### src/rtl/div4_gear_tx.sv
`default_nettype none
// ============================================================================
// Module      : div4_gear_tx
// Description : Soft 4:1 transmit gearbox in the fast hclkin domain. Samples
//               the divided clock as data, recovers its phase within each
//               4-cycle word period with lock/error tracking, and serializes
//               a parallel word LSB first onto per-lane 1-bit outputs.
// Revision    : 1.0 - initial release
// ============================================================================
module div4_gear_tx #(
   parameter int LANES    = 1,
   parameter int LOCK_CNT = 8
) (
   input  logic                 hclkin,
   input  logic                 resetn,
   input  logic                 div_clk_in,
   input  logic [4*LANES-1:0]   data_in,
   output logic [LANES-1:0]     ser_out,
   output logic                 word_strobe,
   output logic [1:0]           phase,
   output logic                 locked,
   output logic                 align_err
);

   localparam int                c_cnt_w     = $clog2(LOCK_CNT) + 1;
   localparam logic [c_cnt_w-1:0] c_cnt_one   = c_cnt_w'(1);
   localparam logic [c_cnt_w-1:0] c_cnt_max   = {c_cnt_w{1'b1}};
   localparam logic [c_cnt_w-1:0] c_lock_last = c_cnt_w'(LOCK_CNT - 1);

   typedef enum logic [1:0] {
      ST_HUNT   = 2'd0,
      ST_VERIFY = 2'd1,
      ST_LOCKED = 2'd2
   } state_t;

   state_t               state_q;
   logic                 sync1_q;
   logic                 sync2_q;
   logic                 dly_q;
   logic                 rise_d;
   logic [1:0]           phase_q;
   logic [c_cnt_w-1:0]   good_cnt_q;
   logic [c_cnt_w-1:0]   good_cnt_inc_d;
   logic                 locked_q;
   logic                 align_err_q;
   logic                 word_strobe_q;
   logic [LANES-1:0]     ser_q;
   logic [LANES-1:0]     ser_load_d;
   logic [LANES-1:0]     ser_shift_d;
   // Bit 0 of each lane goes straight to ser_q at load, so only bits 1..3
   // need to be held for the rest of the word.
   logic [3*LANES-1:0]   shift_q;
   logic [3*LANES-1:0]   shift_load_d;
   logic [3*LANES-1:0]   shift_next_d;

   // Bring the divided clock into hclkin domain and keep one older sample.
   always_ff @(posedge hclkin or negedge resetn) begin
      if (!resetn) begin
         sync1_q <= 1'b0;
         sync2_q <= 1'b0;
         dly_q   <= 1'b0;
      end else begin
         sync1_q <= div_clk_in;
         sync2_q <= sync1_q;
         dly_q   <= sync2_q;
      end
   end

   assign rise_d = sync2_q & ~dly_q;

   assign good_cnt_inc_d = (good_cnt_q == c_cnt_max) ? good_cnt_q
                                                     : good_cnt_q + c_cnt_one;

   // Per-lane split of the incoming word and of the shift register.
   always_comb begin
      ser_load_d   = '0;
      ser_shift_d  = '0;
      shift_load_d = '0;
      shift_next_d = '0;
      for (int k = 0; k < LANES; k++) begin
         ser_load_d[k]          = data_in[4*k];
         shift_load_d[3*k +: 3] = data_in[4*k+1 +: 3];
         ser_shift_d[k]         = shift_q[3*k];
         shift_next_d[3*k +: 3] = {1'b0, shift_q[3*k+1 +: 2]};
      end
   end

   // Phase recovery / lock FSM with the serializer and all registered outputs.
   // A detected edge is treated as the phase-3 slot of its period, so the
   // cycle after any accepted or realigning edge is phase 0 and the next
   // clean edge lands exactly on phase 3.
   always_ff @(posedge hclkin or negedge resetn) begin
      if (!resetn) begin
         state_q       <= ST_HUNT;
         phase_q       <= 2'd0;
         good_cnt_q    <= '0;
         locked_q      <= 1'b0;
         align_err_q   <= 1'b0;
         word_strobe_q <= 1'b0;
         ser_q         <= '0;
         shift_q       <= '0;
      end else begin
         align_err_q   <= 1'b0;
         word_strobe_q <= 1'b0;
         case (state_q)
            ST_HUNT: begin
               phase_q  <= 2'd0;
               ser_q    <= '0;
               shift_q  <= '0;
               locked_q <= 1'b0;
               if (rise_d) begin
                  state_q    <= ST_VERIFY;
                  good_cnt_q <= '0;
               end
            end
            ST_VERIFY: begin
               ser_q   <= '0;
               shift_q <= '0;
               if (rise_d && (phase_q == 2'd3)) begin
                  phase_q    <= 2'd0;
                  good_cnt_q <= good_cnt_inc_d;
                  if (good_cnt_q == c_lock_last) begin
                     state_q  <= ST_LOCKED;
                     locked_q <= 1'b1;
                  end
               end else if (rise_d) begin
                  phase_q    <= 2'd0;
                  good_cnt_q <= '0;
               end else if (phase_q == 2'd3) begin
                  state_q    <= ST_HUNT;
                  phase_q    <= 2'd0;
                  good_cnt_q <= '0;
               end else begin
                  phase_q <= phase_q + 2'd1;
               end
            end
            ST_LOCKED: begin
               if (rise_d && (phase_q == 2'd3)) begin
                  phase_q       <= 2'd0;
                  good_cnt_q    <= good_cnt_inc_d;
                  ser_q         <= ser_load_d;
                  shift_q       <= shift_load_d;
                  word_strobe_q <= 1'b1;
               end else if (rise_d) begin
                  state_q     <= ST_VERIFY;
                  phase_q     <= 2'd0;
                  good_cnt_q  <= '0;
                  locked_q    <= 1'b0;
                  align_err_q <= 1'b1;
                  ser_q       <= '0;
                  shift_q     <= '0;
               end else if (phase_q == 2'd3) begin
                  state_q     <= ST_HUNT;
                  phase_q     <= 2'd0;
                  good_cnt_q  <= '0;
                  locked_q    <= 1'b0;
                  align_err_q <= 1'b1;
                  ser_q       <= '0;
                  shift_q     <= '0;
               end else begin
                  phase_q <= phase_q + 2'd1;
                  ser_q   <= ser_shift_d;
                  shift_q <= shift_next_d;
               end
            end
            default: begin
               state_q    <= ST_HUNT;
               phase_q    <= 2'd0;
               good_cnt_q <= '0;
               locked_q   <= 1'b0;
               ser_q      <= '0;
               shift_q    <= '0;
            end
         endcase
      end
   end

   assign ser_out     = ser_q;
   assign word_strobe = word_strobe_q;
   assign phase       = phase_q;
   assign locked      = locked_q;
   assign align_err   = align_err_q;

endmodule
`default_nettype wire

### config.mk
export PLATFORM = sky130hd
export DESIGN_NAME = div4_gear_tx
export DESIGN_NICKNAME = d
export VERILOG_FILES = /design/src/rtl/div4_gear_tx.sv
export SDC_FILE = /design/constraint.sdc
export NUM_CORES = 1
export LEC_CHECK = 0
export CORE_UTILIZATION = 55
export CTS_CLUSTER_SIZE = 14
export DETAILED_ROUTE_END_ITERATION = 16
export GPL_TIMING_DRIVEN = 0
export PLACE_DENSITY_LB_ADDON = 0.25
export SYNTH_ARGS = -nofsm -noshare
export SYNTH_HDL_FRONTEND = slang
export SYNTH_SLANG_ARGS = --single-unit
### constraint.sdc
create_clock -name hclkin -period 5.5 [get_ports hclkin]
set_clock_uncertainty 0.05 [all_clocks]
set_input_delay 1.1 -clock hclkin [delete_from_list [all_inputs] [get_ports hclkin]]
set_output_delay 1.1 -clock hclkin [all_outputs]
set_load 0.005 [all_outputs]
==> results.toml, run 1 <==
[run_status]
status = "finished, final reports clean"

[floorplanning]
die_h_um = 43.31
core_um2 = 1541
num_rows = 14
start_util = 0.6088
die_x_um = 43.31
io_pins = 13
dieArea_um2 = 1875

[grt]
grt_pass1_wl_um = 3091
grt_pass1_vias = 705
overflow = 0
track_usage = 0.2240
antenna_found_initial = 0
grt_max_degree = 19

[logic_synthesis]
synth-seq-area-share = 0.4800
synthDistinctLibCells = 31
synth_warnings = 0
synth_fp_nets = 102
syn_area_um2 = 938.4
ys_ff_latch = 18
synthesis.instances = 86
syn_area_per_cell_um2 = 10.91

[clock_network]
cts_tree = "yes"
h-tree-depth = 1
cts-hold-fix-buffers = 0
cts-root-buf = "clkbuf_4"
clk_path_buf_depth = 2
clk_pin_slew_ps = 100
cts.sink_count = 18
clock_latency_ps = 290
post_cts_buffers = 0
cts_resized = 0
numCtsBuffers = 3

[sta]
period_needed_ps = 2382
maxSlewViolCount = 0
timing.final.ws_setup_ps = 3118
setup_violations = 0
post-route-period-util = 0.4331
tns_ps = 0
finalHoldViolCount = 0
fmax_mhz = 419.8
slew_headroom = 0.4819
hold_slack_ps = 315.7
worst-slew-pin-transition_ps = 774.7
rsz0062_at_grt = "no"

[place]
hpwl_um = 1320
port-buffer-count = 12
dpl_worst_slack_ps = 3319
gp_congestion = 0.8650
placed_cells = 114

[routing]
dr.first_iter.drc_count = 9
routed_via_density = 5.831
wl_met2_um = 884
routed_wl_um = 1725
met3WireLength_um = 71
top_layer = "met4"
wl_per_cell_um = 14.62
drtAntennaViolNets = 0
drc = 0
met1_length_um = 755
vias = 688
dr.pass1.iters = 4

[setup_path]
crit_start = "phase[0]$_DFF_PN0_"
crit_required_ps = 4350
cp_slowest_cell = "clkdlybuf4s50_1"
regToRegStartpoint = "state_q[0]$_DFFE_PN0P_"
cp_slowest_stage_delay_ps = 520
endpoint_kind = "output pin"
crit_family = "buffers and inverters"
cp.buffers_inverters = 1
cp_max_fo = 4
crit_chain = "clkdlybuf4s50_1"
critPathLaunchType = "register"
worstPathArrival_ps = 1230
path_class = "reg2out"

[power]
p_leak_nw = 0.5130
p_total_mw = 0.3705
ir_drop_mv = 0.2500
power.density_nw_per_um2 = 332.3

[min_path]
hold_start = "sync1_q$_DFF_PN0_"
hold_class = "reg2reg"

[final_layout]
nets = 119
final_common_cell = "dfrtp_1"
final_cell_mix = "dfrtp_1 (18), clkdlybuf4s50_1 (12), nand2_1 (9), ha_1 (9)"
fillCellCount = 126
fin_cells = 118
drive_gt1_frac = 0.09804
antenna_cells = 0
syn_to_final_growth_pct = 18.80

[run]
cap_viol_max_count = 0
## power by group
group | leakage, nW | switching (mW) | internal, mW | total (mW)
combinational | 0.252 | 0.0658 | 0.0633 | 0.129
sequential | 0.240 | 0.0163 | 0.146 | 0.163
clock | 0.0210 | 0.0385 | 0.0403 | 0.0788
## per-layer routing
metal  track usage  up-vias
li1              -      342
met3       0.03830        2
met2        0.3761       20
met5             0        -
met1        0.2940      324
met4       0.07273        0
## through the flow
stage / area [um2] / util
after global routing: 1115 / 0.7232
after global placement: 1079 / 0.6997
final: 1115 / 0.7232
after detailed placement: 1079 / 0.6997
after CTS: 1115 / 0.7232
after floorplan: 938.4 / -
## synth_stat cells
| library cell | count | area, um2 |
|---|---|---|
| a21boi_0 | 3 | 22.52 |
| or3_1 | 1 | 6.260 |
| nand3b_1 | 3 | 22.52 |
| a21oi_1 | 4 | 20.02 |
| a22o_1 | 2 | 17.52 |
| nor2b_1 | 3 | 18.77 |
| a41o_1 | 1 | 10.01 |
| o21ai_0 | 2 | 10.01 |
| ha_1 | 9 | 112.6 |
| a31oi_1 | 2 | 12.51 |
| o21ai_1 | 2 | 10.01 |
| nor4bb_1 | 1 | 10.01 |
| nand4b_1 | 1 | 8.760 |
| a41oi_1 | 1 | 8.760 |
| o41ai_1 | 1 | 8.760 |
| mux2_2 | 3 | 33.78 |
| nand2_1 | 9 | 33.78 |
| dfrtp_1 | 18 | 450.4 |
| nor3_1 | 1 | 5.000 |
| o21bai_1 | 1 | 7.510 |
| nor2b_4 | 1 | 13.76 |
| o211ai_2 | 1 | 12.51 |
| nand3_1 | 3 | 15.01 |
| inv_2 | 1 | 3.750 |
| nor2_1 | 1 | 3.750 |
| clkbuf_1 | 2 | 7.510 |
| and3b_1 | 1 | 8.760 |
| and3_1 | 1 | 6.260 |
| inv_1 | 4 | 15.01 |
| and4b_1 | 1 | 10.01 |
| and2_1 | 2 | 12.51 |
## path summary, 6_finish.rpt
check                                             to  slack (ps)  depth (start not counted)
max                                         phase[0]        3120                          1
min                                sync2_q$_DFF_PN0_         320                          0
max reg2reg                good_cnt_q[0]$_DFFE_PN0P_        3540                          6
min reg2reg                        sync2_q$_DFF_PN0_         320                          0
max in group asynchronous          ser_out$_DFF_PN0_        3710                          1
min in group asynchronous     state_q[1]$_DFFE_PN0P_        1210                          1
## state kept, by name, indices dropped and copies added (netlist names), 2 cells and up
signal	count
good_cnt_q	4
shift_q	3
state_q	2
phase	2
## cell families (layout without fill, tap and decap cells)
logic type	after synthesis	in the layout	synth area share
AO/OA/AOI/OAI	20	20	0.1493
adder cells (fa/ha/maj)	9	9	0.1200
multiplexers	3	3	0.03600
buffers and inverters	7	23	0.02799
flip-flops	18	18	0.4800
AND/OR/NAND/NOR	29	29	0.1867
## final cells by class
type	count	area [um2]	share of cell area
Timing Repair Buffer	12	120.1	0.1077
Multi-Input combinational cell	61	461.7	0.4141
Sequential cell	18	450.4	0.4040
Tap cell	16	20.02	0.01796
Clock buffer	4	36.28	0.03255
Inverter	5	18.77	0.01684
Buffer	2	7.507	0.006734
Power figures use the tool's default switching activity.
==> run 2: changes to the inputs <==
- CORE_UTILIZATION: 55 -> 52
- clock period: 5.5 -> 2.4 ns (I/O delays scaled with it)
==> run 2 against run 1 <==
Compared with the run above:
- routed wire length shrank 1.3%
- count of clock-buffer cells in the layout shrank 1
- die area grew 5.5%
- non-clock buffer count is the same
- core utilization shrank 2.6 points
- critical path depth grew 5
- largest power group unchanged
- highest routed layer unchanged
==> results.toml, run 2 (synthesis gave the netlist of run 1 again) <==
[run_status]
status = "finished, final reports clean"

[clock_network]
cts-hold-fix-buffers = 0
clk_pin_slew_ps = 90
cts.sink_count = 18
cts-root-buf = "clkbuf_4"
cts_tree = "yes"
numCtsBuffers = 3
cts_resized = 0
clk_path_buf_depth = 2
clock_latency_ps = 290
h-tree-depth = 1
post_cts_buffers = 0

[place]
port-buffer-count = 12
gp_congestion = 0.8069
hpwl_um = 1258
placed_cells = 122

[setup_path]
crit_start = "state_q[1]$_DFFE_PN0P_"
endpoint_kind = "register"
critPathLaunchType = "register"
cp_max_fo = 6
path_class = "reg2reg"
regToRegStartpoint = "state_q[1]$_DFFE_PN0P_"
crit_required_ps = 2530
worstPathArrival_ps = 2080

[power]
power.density_nw_per_um2 = 730.2
ir_drop_mv = 0.3605
p_leak_nw = 0.5058

[grt]
grt_pass1_vias = 665
grt_pass1_wl_um = 2773
track_usage = 0.1976
antenna_found_initial = 0
overflow = 0
grt_max_degree = 19

[routing]
drc = 0
drtAntennaViolNets = 0
dr.pass1.iters = 4
vias = 685
routed_wl_um = 1702
routed_via_density = 5.480
wl_per_cell_um = 13.62
dr.first_iter.drc_count = 7

[sta]
post-route-period-util = 0.8107
hold_slack_ps = 312.6
maxSlewViolCount = 0
worst-slew-pin-transition_ps = 782.6
slew_headroom = 0.4766
finalHoldViolCount = 0
rsz0062_at_grt = "no"
tns_ps = 0
setup_violations = 0
fmax_mhz = 513.9
period_needed_ps = 1946

[final_layout]
nets = 119
drive_gt1_frac = 0.08911
final_common_cell = "dfrtp_1"
antenna_cells = 0
syn_to_final_growth_pct = 18.40
final_cell_mix = "dfrtp_1 (18), clkdlybuf4s50_1 (12), nand2_1 (9), ha_1 (9)"
reg_top3 = "good_cnt_q x4, shift_q x3"
largest_reg_flops = 4
fin_cells = 125
top_register = "good_cnt_q"

[floorplanning]
die_x_um = 44.48
die_h_um = 44.48
core_um2 = 1594
dieArea_um2 = 1978
start_util = 0.5887
num_rows = 14
io_pins = 13

[min_path]
hold_start = "sync1_q$_DFF_PN0_"
hold_class = "reg2reg"

[run]
cap_viol_max_count = 0
==> run 2: cell types whose count changed in the layout (fill, tap and decap cells not counted) <==
cell / previous run / this run
clkbuf_8: 1 / 0
==> run 2: final timing paths <==
kind                                        endpoint  slack, ps  cells past startpoint
setup reg to reg           good_cnt_q[0]$_DFFE_PN0P_        450                      6
hold reg to reg                    sync2_q$_DFF_PN0_        310                      0
hold / removal                     sync2_q$_DFF_PN0_        310                      0
min in group asynchronous     state_q[0]$_DFFE_PN0P_        590                      1
setup / recovery           good_cnt_q[0]$_DFFE_PN0P_        450                      6
max in group asynchronous       shift_q[1]$_DFF_PN0_       1220                      1
==> run 2: layout make-up <==
type,count,area (um2)
fillers,112,483.0
clock buffers,3,22.52
repair buffers,12,120.1
plain buffers,2,7.507
inverters,5,18.77
well taps,24,30.03
multi-input cells,61,461.7
flip-flops and latches,18,450.4
==> run 2: through the flow <==
step	utilization	setup slack [ps]	power [mW]	instance area, um2
after CTS	0.6970	456.7	0.8179	1111
after global placement	0.6829	531.1	0.6576	1089
after global routing	0.6970	328.9	0.8646	1111
after detailed placement	0.6829	473.1	0.6734	1089
after floorplan	-	682.5	0.5682	938.4
final	0.6970	454.2	0.8113	1111
==> run 2: critical path: stages (launching register included) <==
cell	delay, ps
dfrtp_1	460
inv_1	100
ha_1	330
nor2b_1	150
o21ai_1	310
o21ai_1	160
mux2_2	290
==> run 2: per-layer routing <==
layer | global-route usage | share of wire | vias up
met1 | 0.2396 | 0.46 | 331
li1 | - | - | 338
met2 | 0.3324 | 0.48 | 12
met3 | 0.03265 | 0.033 | 4
met5 | 0 | 0 | -
met4 | 0.1091 | 0.021 | 0
==> run 2: where the power goes <==
group / switching (mW) / internal, mW
clock: 0.0853 / 0.0584
combinational: 0.150 / 0.146
sequential: 0.0364 / 0.335
==> run 3: changes to the inputs <==
- clock period: 2.4 -> 1.9 ns (I/O delays scaled with it)
==> run 3 against run 2 <==
Compared with the run above:
- first-iteration DRC count unchanged
- routed wire length rose by 1.7%
- die area unchanged
- total power rose by 30%
- sequential share of layout area is 0.45 points lower
- clock power grew 26%
- worst setup slack got worse by 360 ps
- via count down 0.29%
- cell count stayed put
- critical path depth unchanged
- sequential power is 28% higher
- critical endpoint unchanged
- highest routed layer unchanged
==> results.toml, run 3 (synthesis gave the netlist of run 1 again) <==
[sta]
worst-slew-pin-transition_ps = 805.5
slew_headroom = 0.4613
rsz0062_at_grt = "no"
period_needed_ps = 1806
maxSlewViolCount = 0
fmax_mhz = 553.8
finalHoldViolCount = 0
hold_slack_ps = 313.4
post-route-period-util = 0.9504
setup_violations = 0

[floorplanning]
die_h_um = 44.48
die_x_um = 44.48
start_util = 0.5887
io_pins = 13
core_um2 = 1594
num_rows = 14
dieArea_um2 = 1978

[power]
power.density_nw_per_um2 = 934.8
intPower_mw = 0.7010
p_comb_frac = 0.377
p_clk_frac = 0.171
p_leak_nw = 0.5057
switching_share = 0.3363
seqPwrFrac = 0.452
ir_drop_mv = 0.4629
power_switching_mw = 0.3552

[setup_path]
worstReg2RegEnd = "good_cnt_q[0]$_DFFE_PN0P_"
r2r_setup_slack_ps = 90
endpoint_kind = "register"
worstPathArrival_ps = 1940
regToRegStartpoint = "state_q[1]$_DFFE_PN0P_"
reg2regPathDepth = 6
critPathLaunchType = "register"
path_class = "reg2reg"
crit_required_ps = 2030
cp_max_fo = 6

[final_layout]
top_register = "good_cnt_q"
reg_top3 = "good_cnt_q x4, shift_q x3"
nets = 119
syn_to_final_growth_pct = 20.40
fin_cells = 125
antenna_cells = 0
drive_gt1_frac = 0.1287
largest_reg_flops = 4
fillCellCount = 110
final_common_cell = "dfrtp_1"
final_cell_mix = "dfrtp_1 (16), clkdlybuf4s50_1 (12), nand2_1 (9)"

[routing]
drtAntennaViolNets = 0
vias = 683
wl_per_cell_um = 13.85
routed_via_density = 5.464
dr.first_iter.drc_count = 7
dr.pass1.iters = 4
routed_wl_um = 1731
drc = 0

[grt]
grt_max_degree = 19
grt_pass1_wl_um = 2766
grt_pass1_vias = 671
antenna_found_initial = 0
track_usage = 0.1976
overflow = 0

[min_path]
hold_class = "reg2reg"
whs_endpoint = "sync2_q$_DFF_PN0_"
hold_path_depth = 0
hold_start = "sync1_q$_DFF_PN0_"

[clock_network]
clock_latency_ps = 290
numCtsBuffers = 3
h-tree-depth = 1
cts_tree = "yes"
cts-root-buf = "clkbuf_4"
cts.sink_count = 18
cts-hold-fix-buffers = 0
clk_pin_slew_ps = 90
clk_path_buf_depth = 2
post_cts_buffers = 0

[run_status]
status = "finished, final reports clean"

[place]
gp_congestion = 0.8069
hpwl_um = 1258
port-buffer-count = 12
placed_cells = 122

[run]
cap_viol_max_count = 0
[run 3: cell counts in the layout (fill, tap and decap cells not counted)]
Identical to the previous run, type by type.
[run 3: power by group through the flow]
stage	combinational, mW	sequential (mW)	clock (mW)
2_1_floorplan	0.249	0.469	0
3_3_place_gp	0.356	0.475	0
3_5_place_dp	0.373	0.478	0
4_1_cts	0.385	0.470	0.188
5_1_grt	0.443	0.482	0.199
6_report	0.398	0.477	0.181
[run 3: layer usage]
metal  global-route usage  vias up  part of all wire
met5                    0        -                 0
met4               0.1091        0             0.020
met3              0.03265        4             0.036
met2               0.3353       13              0.48
met1               0.2370      325              0.46
li1                     -      341                 -
[run 3: layout make-up]
type	count	area, um2	area share
buffer	2	7.507	0.006645
clock buffer	3	22.52	0.01993
inverter	5	18.77	0.01661
multi-input combinational	61	478.0	0.4230
sequential	18	452.9	0.4009
tap	24	30.03	0.02658
timing repair buffer	12	120.1	0.1063
[run 3: worst max-delay path by stage]
stage | start | end | depth (start not counted) | slack [ps]
detailed placement | state_q[0]$_DFFE_PN0P_ | good_cnt_q[0]$_DFFE_PN0P_ | 6 | -30
CTS | state_q[1]$_DFFE_PN0P_ | state_q[0]$_DFFE_PN0P_ | 6 | 20
global route | state_q[1]$_DFFE_PN0P_ | good_cnt_q[0]$_DFFE_PN0P_ | 6 | 4
finish | state_q[1]$_DFFE_PN0P_ | good_cnt_q[0]$_DFFE_PN0P_ | 6 | 90
floorplan | state_q[1]$_DFFE_PN0P_ | state_q[0]$_DFFE_PN0P_ | 6 | 180
global placement | state_q[0]$_DFFE_PN0P_ | good_cnt_q[0]$_DFFE_PN0P_ | 6 | 30
[run 3: per-stage QoR]
stage	instance area (um2)	TNS [ps]	setup WS (ps)	total power [mW]	utilization
finish	1130	0	94.32	1.056	0.7088
global route	1130	0	3.575	1.125	0.7088
CTS	1115	0	24.06	1.042	0.6994
detailed placement	1089	-26.94	-26.94	0.8506	0.6829
global placement	1089	0	31.15	0.8307	0.6829
floorplan	938.4	0	182.5	0.7177	-
[run 3: timing repair]
action,in CTS,in global routing
gates resized for setup,1,4
endpoints found under the setup margin,1,3
hold endpoints to repair,0,0
[run 3: worst max-delay path: stages (launching register included)]
cell,delay (ps)
dfrtp_2,450
inv_1,130
ha_1,280
nor2b_1,150
o21ai_2,220
o21ai_1,130
mux2_2,280
